### src/rtl/pe_feeder.sv
// Feeds Input and Weight words from two small FIFOs to a processing element and
// sequences the PE instruction lines (start / run-enable / stall) over one job.

module PeFeederFifo #(
    parameter int DW    = 16,
    parameter int DEPTH = 4
) (
    input  logic          clk_i,
    input  logic          rst_i,
    input  logic          flush_i,
    input  logic          wvalid_i,
    input  logic [DW-1:0] wdata_i,
    input  logic          pop_i,
    output logic          full_o,
    output logic          empty_o,
    output logic [DW-1:0] data_o
);
    localparam int AW = $clog2(DEPTH);

    logic [DW-1:0] mem_q [DEPTH];
    logic [AW:0]   wPtr_q, wPtr_d;
    logic [AW:0]   rPtr_q, rPtr_d;
    logic          push;

    // Pointers carry one extra wrap bit so full and empty can be told apart.
    assign empty_o = (wPtr_q == rPtr_q);
    assign full_o  = (wPtr_q[AW] != rPtr_q[AW]) && (wPtr_q[AW-1:0] == rPtr_q[AW-1:0]);
    assign push    = wvalid_i && !full_o;
    assign data_o  = empty_o ? '0 : mem_q[rPtr_q[AW-1:0]];

    always_comb begin
        wPtr_d = wPtr_q;
        rPtr_d = rPtr_q;
        if (push) begin
            wPtr_d = wPtr_q + 1'b1;
        end
        if (pop_i && !empty_o) begin
            rPtr_d = rPtr_q + 1'b1;
        end
        if (flush_i) begin
            wPtr_d = '0;
            rPtr_d = '0;
        end
    end

    always_ff @(posedge clk_i or posedge rst_i) begin
        if (rst_i) begin
            wPtr_q <= '0;
            rPtr_q <= '0;
        end else begin
            wPtr_q <= wPtr_d;
            rPtr_q <= rPtr_d;
        end
    end

    always_ff @(posedge clk_i) begin
        if (push) begin
            mem_q[wPtr_q[AW-1:0]] <= wdata_i;
        end
    end
endmodule

module pe_feeder #(
    parameter int DW    = 16,
    parameter int DEPTH = 4
) (
    input  logic          i_clk,
    input  logic          i_rst,
    input  logic          i_go,
    input  logic          i_abort,
    input  logic [9:0]    i_in_cnt,
    input  logic [13:0]   i_w_cnt,
    output logic          o_busy,
    output logic          o_done,
    input  logic          i_in_wvalid,
    input  logic [DW-1:0] i_in_wdata,
    output logic          o_in_wfull,
    input  logic          i_w_wvalid,
    input  logic [DW-1:0] i_w_wdata,
    output logic          o_w_wfull,
    output logic          Input_rdy,
    input  logic          Input_ack,
    output logic [DW-1:0] o_Input_data,
    output logic          Weight_rdy,
    input  logic          Weight_ack,
    output logic [DW-1:0] o_Weight_data,
    output logic          o_inst_start,
    output logic          o_inst_reset,
    output logic          o_inst_stall
);
    typedef enum logic [2:0] {
        IDLE,
        START,
        RUN,
        STALL,
        DONE
    } state_e;

    state_e      state_q, state_d;
    logic [9:0]  inRem_q, inRem_d;
    logic [13:0] wRem_q, wRem_d;
    logic        instStart_q, instReset_q, instStall_q;
    logic        inEmpty, wEmpty;
    logic        inPop, wPop;
    logic        flush;
    logic        streaming;
    logic        inStarved, wStarved;

    PeFeederFifo #(.DW(DW), .DEPTH(DEPTH)) inFifo (
        .clk_i    (i_clk),
        .rst_i    (i_rst),
        .flush_i  (flush),
        .wvalid_i (i_in_wvalid),
        .wdata_i  (i_in_wdata),
        .pop_i    (inPop),
        .full_o   (o_in_wfull),
        .empty_o  (inEmpty),
        .data_o   (o_Input_data)
    );

    PeFeederFifo #(.DW(DW), .DEPTH(DEPTH)) wFifo (
        .clk_i    (i_clk),
        .rst_i    (i_rst),
        .flush_i  (flush),
        .wvalid_i (i_w_wvalid),
        .wdata_i  (i_w_wdata),
        .pop_i    (wPop),
        .full_o   (o_w_wfull),
        .empty_o  (wEmpty),
        .data_o   (o_Weight_data)
    );

    assign streaming  = (state_q == RUN) || (state_q == STALL);
    assign Input_rdy  = streaming && !inEmpty && (inRem_q != '0);
    assign Weight_rdy = streaming && !wEmpty && (wRem_q != '0);
    assign inPop      = Input_rdy && Input_ack;
    assign wPop       = Weight_rdy && Weight_ack;
    assign inStarved  = (inRem_q != '0) && inEmpty;
    assign wStarved   = (wRem_q != '0) && wEmpty;

    assign o_busy       = (state_q != IDLE);
    assign o_done       = (state_q == DONE);
    assign o_inst_start = instStart_q;
    assign o_inst_reset = instReset_q;
    assign o_inst_stall = instStall_q;

    // Job completion wins over the stall test; abort overrides everything.
    always_comb begin
        state_d = state_q;
        inRem_d = inRem_q;
        wRem_d  = wRem_q;
        flush   = 1'b0;
        if (inPop) begin
            inRem_d = inRem_q - 10'd1;
        end
        if (wPop) begin
            wRem_d = wRem_q - 14'd1;
        end
        case (state_q)
            IDLE: begin
                if (i_go && (i_in_cnt != '0) && (i_w_cnt != '0)) begin
                    state_d = START;
                    inRem_d = i_in_cnt;
                    wRem_d  = i_w_cnt;
                end
            end
            START: state_d = RUN;
            RUN, STALL: begin
                if ((inRem_q == '0) && (wRem_q == '0)) begin
                    state_d = DONE;
                    flush   = 1'b1;
                end else if (inStarved || wStarved) begin
                    state_d = STALL;
                end else begin
                    state_d = RUN;
                end
            end
            DONE:    state_d = IDLE;
            default: state_d = IDLE;
        endcase
        if (i_abort) begin
            state_d = IDLE;
            inRem_d = '0;
            wRem_d  = '0;
            flush   = 1'b1;
        end
    end

    // Instruction lines are decoded from the next state so they line up with state_q.
    always_ff @(posedge i_clk or posedge i_rst) begin
        if (i_rst) begin
            state_q     <= IDLE;
            inRem_q     <= '0;
            wRem_q      <= '0;
            instStart_q <= 1'b0;
            instReset_q <= 1'b0;
            instStall_q <= 1'b0;
        end else begin
            state_q     <= state_d;
            inRem_q     <= inRem_d;
            wRem_q      <= wRem_d;
            instStart_q <= (state_d == START);
            instReset_q <= (state_d == START) || (state_d == RUN) || (state_d == STALL);
            instStall_q <= (state_d == STALL);
        end
    end
endmodule
### config.mk
export PLATFORM = sky130hd
export DESIGN_NAME = pe_feeder
export DESIGN_NICKNAME = d
export VERILOG_FILES = /design/src/rtl/pe_feeder.sv
export SDC_FILE = /design/constraint.sdc
export NUM_CORES = 1
export LEC_CHECK = 0
export CORE_MARGIN = 2
export CORE_UTILIZATION = 52
export DETAILED_ROUTE_END_ITERATION = 6
export PLACE_DENSITY = 0.76
export SLEW_MARGIN = 20
export SYNTH_ARGS = -nofsm -noshare
export SYNTH_HDL_FRONTEND = slang
export SYNTH_SLANG_ARGS = --single-unit
### constraint.sdc
create_clock -name i_clk -period 2.85 [get_ports i_clk]
set_input_delay 0.57 -clock i_clk [delete_from_list [all_inputs] [get_ports i_clk]]
set_output_delay 0.57 -clock i_clk [all_outputs]
set_load 0.01 [all_outputs]
==> flow_summary.json, run 1 <==
{
  "status": "finished, final reports clean",
  "grt_remaining_overflow": 0,
  "core.rowCount": 43,
  "synthArstFlopShare_pct": 24.7,
  "routabilityCongestion": 0.883,
  "grt_max_degree": 43,
  "firstDrtPassIters": 4,
  "ir_drop_v": 0.000562,
  "rsz0062_at_grt": "false",
  "synth_area_leaders": "edfxtp_1, dfrtp_1, mux4_2",
  "relSlewSlack_pct": 59.8,
  "leakage_nw": 3.58,
  "post-route-period-util_pct": 97.5,
  "die_w_um": 124,
  "grt_pass1_wl_um": 25900,
  "fillers": 947,
  "start_util_pct": 53.7,
  "yosysTopAreaCell": "edfxtp_1",
  "ys.flop_type": "edfxtp_1",
  "pwr-share-comb_pct": 15.3,
  "ys_seq_area_share_pct": 65.1,
  "p_int_mw": 4.54,
  "drv_cap": 0,
  "end_kind": "primary output",
  "die_y_um": 124,
  "layout_setup_ws_ns": 0.0718,
  "insertion_delay_ns": 0.42,
  "crit_arrival_ns": 2.21,
  "power_switching_share_pct": 26.0,
  "h-tree-depth": 4,
  "setup_violations": 0,
  "synth.distinct_cells": 44,
  "final_common_cell": "edfxtp_1",
  "portBuffers": 104,
  "fmax_ghz": 0.360,
  "nNetsFinal": 703,
  "totalWireLength_um": 15900,
  "hold_path.class": "input port to async pin",
  "ys_warn_count": 0,
  "die_area_um2": 15400,
  "synth.ff_latch_count": 170,
  "hold_viol_final": 0,
  "drc": 0,
  "yosysTopAreaCellShare_pct": 51.1,
  "slew_viol_final": 0,
  "dp_slack_ns": 0.219,
  "fp.coreArea_um2": 14000,
  "postRouteAntennaNets": 0,
  "dp_cells": 782,
  "clock-root-buffer": "clkbuf_16",
  "p_total_mw": 6.14,
  "pwr-share-clk_pct": 37.5,
  "dp.final_hpwl_um": 10300,
  "critical_path_class": "flop to primary output",
  "grt.total_usage_pct": 21.4,
  "layout_common_cells": "edfxtp_1, clkdlybuf4s50_1, nor2_1",
  "startpoint_type": "flop",
  "pwr_density_cell_nw_per_um2": 634,
  "p_sw_mw": 1.60,
  "vias": 4553,
  "detail_route.vias_per_cell": 5.56,
  "period_minus_slack_ns": 2.78,
  "wl_per_cell_um": 19.4,
  "grt_pass1_vias": 4893,
  "avgSynthCellArea_um2": 15.2,
  "synthesis.area_um2": 7520,
  "setup_tns_ns": 0,
  "seqPwrFrac_pct": 47.2,
  "cp.required_ns": 2.28,
  "cts_num_sinks": 170,
  "grt_antenna_before_repair": 0,
  "fin_skew_ns": 0.0143,
  "synth_nets": 571,
  "drive_gt1_share_pct": 17.1,
  "antenna_cells": 0,
  "synthCells": 494,
  "final_cells": 819,
  "cts_made_buffers": 17,
  "io_pins": 105,
  "tightest_slew_ns": 0.600,
  "cts_tree": "built",
  "drt_iter0_drc": 401,
  "synth-edff-count": 128,
  "fin_hold_ws_ns": 0.611,
  "cts_max_path_buffers": 2,
  "cp_max_fo": 8,
  "synthToLayoutAreaGrowth_pct": 28.7,
  "clkTransAtPathRegs_ns": 0.07
}
## worst paths after layout
path,from,cells past startpoint,slack [ns],to
max in group asynchronous,i_rst,3,1.82,inFifo.wPtr_q[0]$_DFFE_PP0P_
worst max-delay path,inFifo.rPtr_q[0]$_DFFE_PP0P_,4,0.07,o_Input_data[4]
worst min register to register,inRem_q[9]$_DFF_PP0_,2,0.61,inRem_q[9]$_DFF_PP0_
worst max register to register,wFifo.wPtr_q[0]$_DFFE_PP0P_,5,0.62,wFifo.mem_q[3][11]$_DFFE_PP_
min in group i_clk,inRem_q[9]$_DFF_PP0_,2,0.61,inRem_q[9]$_DFF_PP0_
worst min-delay path,i_rst,3,0.61,wRem_q[12]$_DFF_PP0_
## kinds of logic (layout without fill, tap and decap cells)
family	count (synthesis)	count (layout)	share of synthesized area, %
AOI/OAI and AO/OA	38	38	3.98
buffers and inverters	43	188	2.48
adders and majority gates	13	13	2.16
DFF	170	170	65.1
and+or+nand+nor	159	159	11.7
xor gates and xnor gates	37	37	4.41
muxes	34	34	10.2
## through the flow
step	area (um^2)	util, %
after global placement	8950	64.0
after detailed placement	8950	64.0
after global routing	9680	69.2
final	9680	69.2
after floorplan	7520	-
after CTS	9620	68.8
## flip-flops by register name (all words and copies together), names as in the netlist
signal,count
inRem_q,10
state_q,3
wFifo.rPtr_q,3
o_inst_reset,1
o_inst_start,1
wFifo.wPtr_q,3
inFifo.rPtr_q,3
wFifo.mem_q,64
o_inst_stall,1
inFifo.mem_q,64
inFifo.wPtr_q,3
wRem_q,14
## critical path, stage by stage, from the launching register on
cell,delay [ns]
dfrtp_2,0.47
buf_12,0.17
mux4_1,0.53
nor2b_1,0.14
clkdlybuf4s50_1,0.48
## layout make-up
| cell class | count | area, um^2 | area share [%] |
|---|---|---|---|
| Sequential cell | 170 | 4900 | 50.6 |
| Multi-Input combinational cell | 281 | 2470 | 25.5 |
| Timing Repair Buffer | 139 | 1430 | 14.7 |
| Clock buffer | 17 | 425 | 4.40 |
| Tap cell | 180 | 225 | 2.33 |
| Clock inverter | 15 | 171 | 1.77 |
| Inverter | 17 | 63.8 | 0.659 |
## metal layers
| layer | part of all wire (%) | wire length, um | global-route usage (%) | up-vias |
|---|---|---|---|---|
| met3 | 4.5 | 720 | 5.81 | 18 |
| met5 | 0 | 0 | 0 | - |
| met1 | 44 | 7070 | 28.6 | 2279 |
| met2 | 50 | 7920 | 34.7 | 128 |
| met4 | 1.3 | 201 | 6.48 | 0 |
| li1 | - | - | - | 2128 |
## power groups by stage
stage	combinational, mW	sequential [mW]	clock (mW)
after floorplan	0.487	2.93	0
after global placement	0.901	2.93	0
after detailed placement	0.929	2.95	0
after CTS	0.941	2.90	2.34
after global routing	1.02	2.91	2.44
final	0.939	2.90	2.30
## cell usage after synthesis (2+ instances only)
library cell and count:
dfrtp_1 42, buf_2 5, mux4_2 26, clkbuf_1 17, nor3_1 4, a211oi_1 21
a31oi_1 2, nand3_1 8, ha_1 13, edfxtp_1 128, nand4_1 15, nor2_1 50
nor3b_1 2, inv_1 17, and2_1 13, nand2_1 2, mux2i_1 2, nor4_1 12
nand4b_1 4, xnor2_1 13, and3_1 6, or2_2 3, nor2b_1 35, mux4_1 6
xor2_1 23, buf_4 3, o211ai_1 2, a21oi_1 4
## repair_timing
action	4_1_cts	5_1_grt
pin swaps	0	1
gates resized for setup	18	17
buffers inserted	3	1
hold buffers	0	0
cloned	1	0
endpoints found under the setup margin	33	28
Power figures use the tool's default switching activity.
==> run 2: changes to the inputs <==
PLACE_DENSITY = 0.81   (was 0.76)
==> run 2 against run 1 <==
  * Worst setup slack better by 0.0056 ns
  * Non-clock buffer count is 5 lower
  * Largest cell class unchanged
  * First-iteration DRC count is 28% lower
  * Die area stayed put
==> flow_summary.json, run 2 (synthesized netlist as in run 1, its figures left out) <==
{
  "clkTransAtPathRegs_ns": 0.07,
  "critical_path_class": "flop to primary output",
  "status": "finished, final reports clean",
  "cts_max_path_buffers": 2,
  "postRouteAntennaNets": 0,
  "fp.coreArea_um2": 14000,
  "firstDrtPassIters": 4,
  "vias": 4498,
  "final_cells": 814,
  "grt_remaining_overflow": 0,
  "dp_cells": 780,
  "pwr_density_cell_nw_per_um2": 635,
  "crit_arrival_ns": 2.20,
  "leakage_nw": 3.42,
  "setup_tns_ns": 0,
  "core.rowCount": 43,
  "startpoint_type": "flop",
  "grt.total_usage_pct": 20.2,
  "rr_worst_depth": 8,
  "post-route-period-util_pct": 97.3,
  "end_kind": "primary output",
  "fillers": 925,
  "wl_per_cell_um": 18.5,
  "portBuffers": 104,
  "slew_viol_final": 0,
  "grt_max_degree": 43,
  "drc": 0,
  "setup_violations": 0,
  "placed_area_um2": 8870,
  "die_y_um": 124,
  "r2r_slack_ns": 0.58,
  "grt_antenna_before_repair": 0,
  "grt_pass1_wl_um": 24600,
  "final_common_cell": "edfxtp_1",
  "fmax_ghz": 0.361,
  "cts_made_buffers": 17,
  "cts_tree": "built",
  "totalWireLength_um": 15000,
  "relSlewSlack_pct": 60.2,
  "h-tree-depth": 4,
  "drt_iter0_drc": 290,
  "start_util_pct": 53.7,
  "clock-root-buffer": "clkbuf_16",
  "drv_cap": 0,
  "layout_common_cells": "edfxtp_1, clkdlybuf4s50_1, nor2_1",
  "synthToLayoutAreaGrowth_pct": 26.9,
  "insertion_delay_ns": 0.42,
  "fin_skew_ns": 0.00911,
  "antenna_cells": 0,
  "critical_path.endpoint": "o_Weight_data[1]",
  "final-seq-area_um2": 4900,
  "layout_setup_ws_ns": 0.0774,
  "grt_pass1_vias": 4848,
  "cts_hold_buf": 0,
  "cts_num_sinks": 170,
  "reg2reg_to": "wRem_q[4]$_DFF_PP0_",
  "ir_drop_v": 0.000579,
  "hold_path.class": "input port to async pin",
  "routabilityCongestion": 0.858,
  "cp.required_ns": 2.28,
  "rsz0062_at_grt": "true",
  "post-route-util_pct": 68.2,
  "startpoint": "wFifo.rPtr_q[0]$_DFFE_PP0P_",
  "multi_input_area_um2": 2470,
  "detail_route.vias_per_cell": 5.53,
  "period_minus_slack_ns": 2.77,
  "cp_max_fo": 11,
  "dp.final_hpwl_um": 9960,
  "tightest_slew_ns": 0.593,
  "die_w_um": 124,
  "nNetsFinal": 698,
  "design_area_um2": 9540,
  "dp_slack_ns": 0.169,
  "reg2reg_from": "wRem_q[0]$_DFF_PP0_",
  "die_area_um2": 15400,
  "hold_viol_final": 0,
  "io_pins": 105,
  "drive_gt1_share_pct": 16.9
}
[run 2: cell count changes in the layout (fill, tap and decap cells not counted), moves of 3 or more]
cell,previous run,this run
dlygate4sd2_1,8,0
dlymetal6s2s_1,8,4
buf_12,7,2
clkdlybuf4s50_1,88,100
clkinvlp_4,1,4
[run 2: power by group]
| part | internal, mW | leakage (nW) | switching (mW) | total [mW] |
|---|---|---|---|---|
| sequential | 2.82 | 1.73 | 0.0809 | 2.90 |
| combinational | 0.466 | 1.42 | 0.460 | 0.925 |
| clock | 1.23 | 0.272 | 0.997 | 2.23 |
[run 2: timing repair]
item                                    4_1_cts  5_1_grt
pin swaps                                     2        0
setup buffers                                 2        0
resized for setup                            12       12
gates cloned                                  0        0
endpoints found under the setup margin       34        9
[run 2: final cells by class]
cell class	instances	share of cell area [%]
clock inverter	15	1.60
multi-input combinational	281	25.9
clock buffer	17	4.46
timing repair buffer	134	13.7
inverter	17	0.669
tap	180	2.36
sequential	170	51.3
[run 2: per-layer routing]
metal	vias to the layer above	global-route usage [%]	part of all wire, %
met3	16	5.72	4.3
met5	-	0	0
met2	106	33.8	51
met1	2254	26.0	44
li1	2122	-	-
met4	0	5.95	1.3
[run 2: worst min path at each step]
stage                                startpoint                      endpoint  slack (ns)  depth (start not counted)
finish                                    i_rst   wFifo.wPtr_q[0]$_DFFE_PP0P_        0.60                          3
detailed placement  wFifo.rPtr_q[2]$_DFFE_PP0P_   wFifo.rPtr_q[2]$_DFFE_PP0P_        0.60                          2
global placement           state_q[1]$_DFF_PP0_          state_q[2]$_DFF_PP0_        0.57                          2
floorplan                  state_q[1]$_DFF_PP0_          state_q[2]$_DFF_PP0_        0.55                          2
CTS                                       i_rst  inFifo.rPtr_q[0]$_DFFE_PP0P_        0.61                          3
global route               state_q[1]$_DFF_PP0_          state_q[2]$_DFF_PP0_        0.65                          2
[run 2: critical path, stage by stage, from the launching register on]
cell             delay [ns]
dfrtp_2                0.42
buf_12                 0.17
mux4_2                 0.52
nor2b_1                0.16
clkdlybuf4s50_1        0.50
[run 2: stage by stage]
step	hold slack (ns)	total power, mW
6_report	0.601	6.05
5_1_grt	0.652	6.30
4_1_cts	0.606	6.10
3_5_place_dp	0.602	3.84
3_3_place_gp	0.572	3.81
2_1_floorplan	0.552	3.41
==> RTL change, RTL diff (flow settings as in run 1) <==
`DW` is set to 16 in 2 places; all go to 24.
--- a/src/rtl/pe_feeder.sv
+++ b/src/rtl/pe_feeder.sv
@@ -4,3 +4,3 @@
 module PeFeederFifo #(
-    parameter int DW    = 16,
+    parameter int DW    = 24,
     parameter int DEPTH = 4
@@ -63,3 +63,3 @@
 module pe_feeder #(
-    parameter int DW    = 16,
+    parameter int DW    = 24,
     parameter int DEPTH = 4
Ports: changed (resized i_in_wdata, i_w_wdata, o_Input_data and o_Weight_data); port bits go from 105 to 137. No check against the original RTL was run, so the function may have changed too.
==> RTL change against run 1 <==
The run now ends with negative setup slack left; area after synthesis up 32%; wire length rose by 32%; worst setup slack got worse by 0.10 ns; hold slack worse by 0.35 ns; count of clock-buffer cells in the layout grew 11; combinational power is 24% higher; sequential cell count is 64 higher; power increased by 34%; via count rose by 28%; clock skew fell by 0.0018 ns; final cell count increased by 26%; sequential share of layout area rose by 3.1 points; cell area rose by 31%.
==> RTL change: results (changes against run 1) <==
Power and ir drop
  – Clock share of power: 0.372 (-0.003)
  – Max IR drop VDD: 0.4763 mV (-15%)
  – Combinational fraction of design power: 0.141 (-0.012)
  – P_sw: 0.001952 W (+22%)

Global route
  – GRT Util Overall: 0.2101 (-0.004182)
  – Met2 Track Usage GR: 0.3598 (+0.01230)
  – First-pass GRT wire length: 33000 um (+27%)
  – Grt met1 use: 0.2789 (-0.007106)
  – Grt met3 use: 0.04374 (-0.01435)
  – Vias in the first global route: 6172 (+26%)

Outcome
  – Violated checks: negative setup slack
  – Outcome: finished, violations left

Layout
  – Final #Nets: 870 (+24%)
  – Fraction of layout cells with a size suffix above 1: 0.1937 (+0.02313)

Setup path
  – Crit path DAT: 2.31 ns (+0.10 ns)
  – CP max FO: 24 (+16)

STA
  – Clk_skew: 0.01248 ns (-0.001803 ns)
  – Final setup fails: 2 (+2)
  – Worst Setup Slack, final: -0.02811 ns (-0.09991 ns)

Clocking
  – Clock tree buffer depth: 3 (+1)
  – Post-CTS resize count: 55 (+37)
  – Post-CTS setup buffers: 10 (+7)
  – Clock Latency Late Sink: 0.52 ns (+0.10 ns)
  – H-tree depth: 1 (-3)

Placement
  – GPL Wtd Cong: 0.8351 (-5.4%)
  – Port bufs: 136 (+31%)
  – Worst slack at placement: 0.2875 ns (+0.06825 ns)
  – HPWL after DPL: 13110 um (+27%)

Logic synthesis
  – Sequential share of the synthesized area: 0.6877 (+0.03657)
  – Post-Synth XOR/XNOR Area: 0.03345 (-0.01066)
  – Async S/R FF share, synth: 0.1795 (-0.06757)
  – Adder-cell share of the synthesized area: 0.01641 (-0.005228)
  – Top post-synthesis cells by area: edfxtp_1 (58%), dfrtp_1 (11%), mux4_2 (10%)
  – Mux share of post-synthesis cell area: 0.1122 (+0.01069)
  – Post-synthesis compound-gate area fraction: 0.03080 (-0.008980)
  – Largest family of logic cells by synthesized area: multiplexers
  – Post-Syn Nets: 688 (+20%)

Drt
  – Detailed Routing Iterations Pass 1: 5 (+1)
  – Met2 wire len: 10560 um (+33%)
  – DR vias: 5830 (+28%)
  – Initial DRC count: 376 (-6.2%)
  – WL met1: 8801 um (+25%)
==> RTL change: changes by cell type after synthesis, moves of 2 or more <==
cell	before	now
nor2b_1	35	51
buf_2	5	8
xor2_1	23	25
nor3_1	4	7
xnor2_1	13	11
mux4_1	6	3
and3_1	6	4
nor4_2	0	2
mux4_2	26	45
nor4_1	12	10
nand3_1	8	10
edfxtp_1	128	192
==> RTL change: cell type report <==
| cell class | instances | area [um2] |
|---|---|---|
| clock inverters | 17 | 137.6 |
| multi-input cells | 313 | 2934 |
| fillers | 1272 | 6015 |
| well taps | 234 | 292.8 |
| clock buffers | 28 | 636.9 |
| repair buffers | 186 | 1805 |
| flip-flops and latches | 234 | 6820 |
| inverters | 17 | 63.81 |
==> RTL change: metrics by stage <==
stage,hold WS (ns),instances,TNS [ns]
4_1_cts,0.2564,1021,-0.3048
5_1_grt,0.2625,1029,-0.1455
2_1_floorplan,0.5609,595,0
6_report,0.2657,1029,-0.02815
3_5_place_dp,0.6072,964,0
3_3_place_gp,0.5889,964,0
==> RTL change: worst paths after layout <==
path | start | to | slack [ns] | cells past startpoint
hold / removal | i_rst | inFifo.wPtr_q[1] | 0.27 | 2
setup reg to reg | wFifo.rPtr_q[0] | wRem_q[0] | 0.67 | 8
max in group asynchronous | i_rst | wFifo.rPtr_q[0] | 1.98 | 3
setup / recovery | inFifo.rPtr_q[0] | o_Input_data[17] | -0.03 | 5
hold reg to reg | wFifo.wPtr_q[2] | wFifo.wPtr_q[2] | 0.62 | 2
min in group i_clk | wFifo.wPtr_q[2] | wFifo.wPtr_q[2] | 0.62 | 2
==> RTL change: worst max-delay path, stage by stage (launching register included) <==
cell and delay (ns):
dfrtp_2 0.46, xnor2_2 0.20, and3_2 0.28, buf_12 0.17
nor2b_1 0.14, clkdlybuf4s50_1 0.55
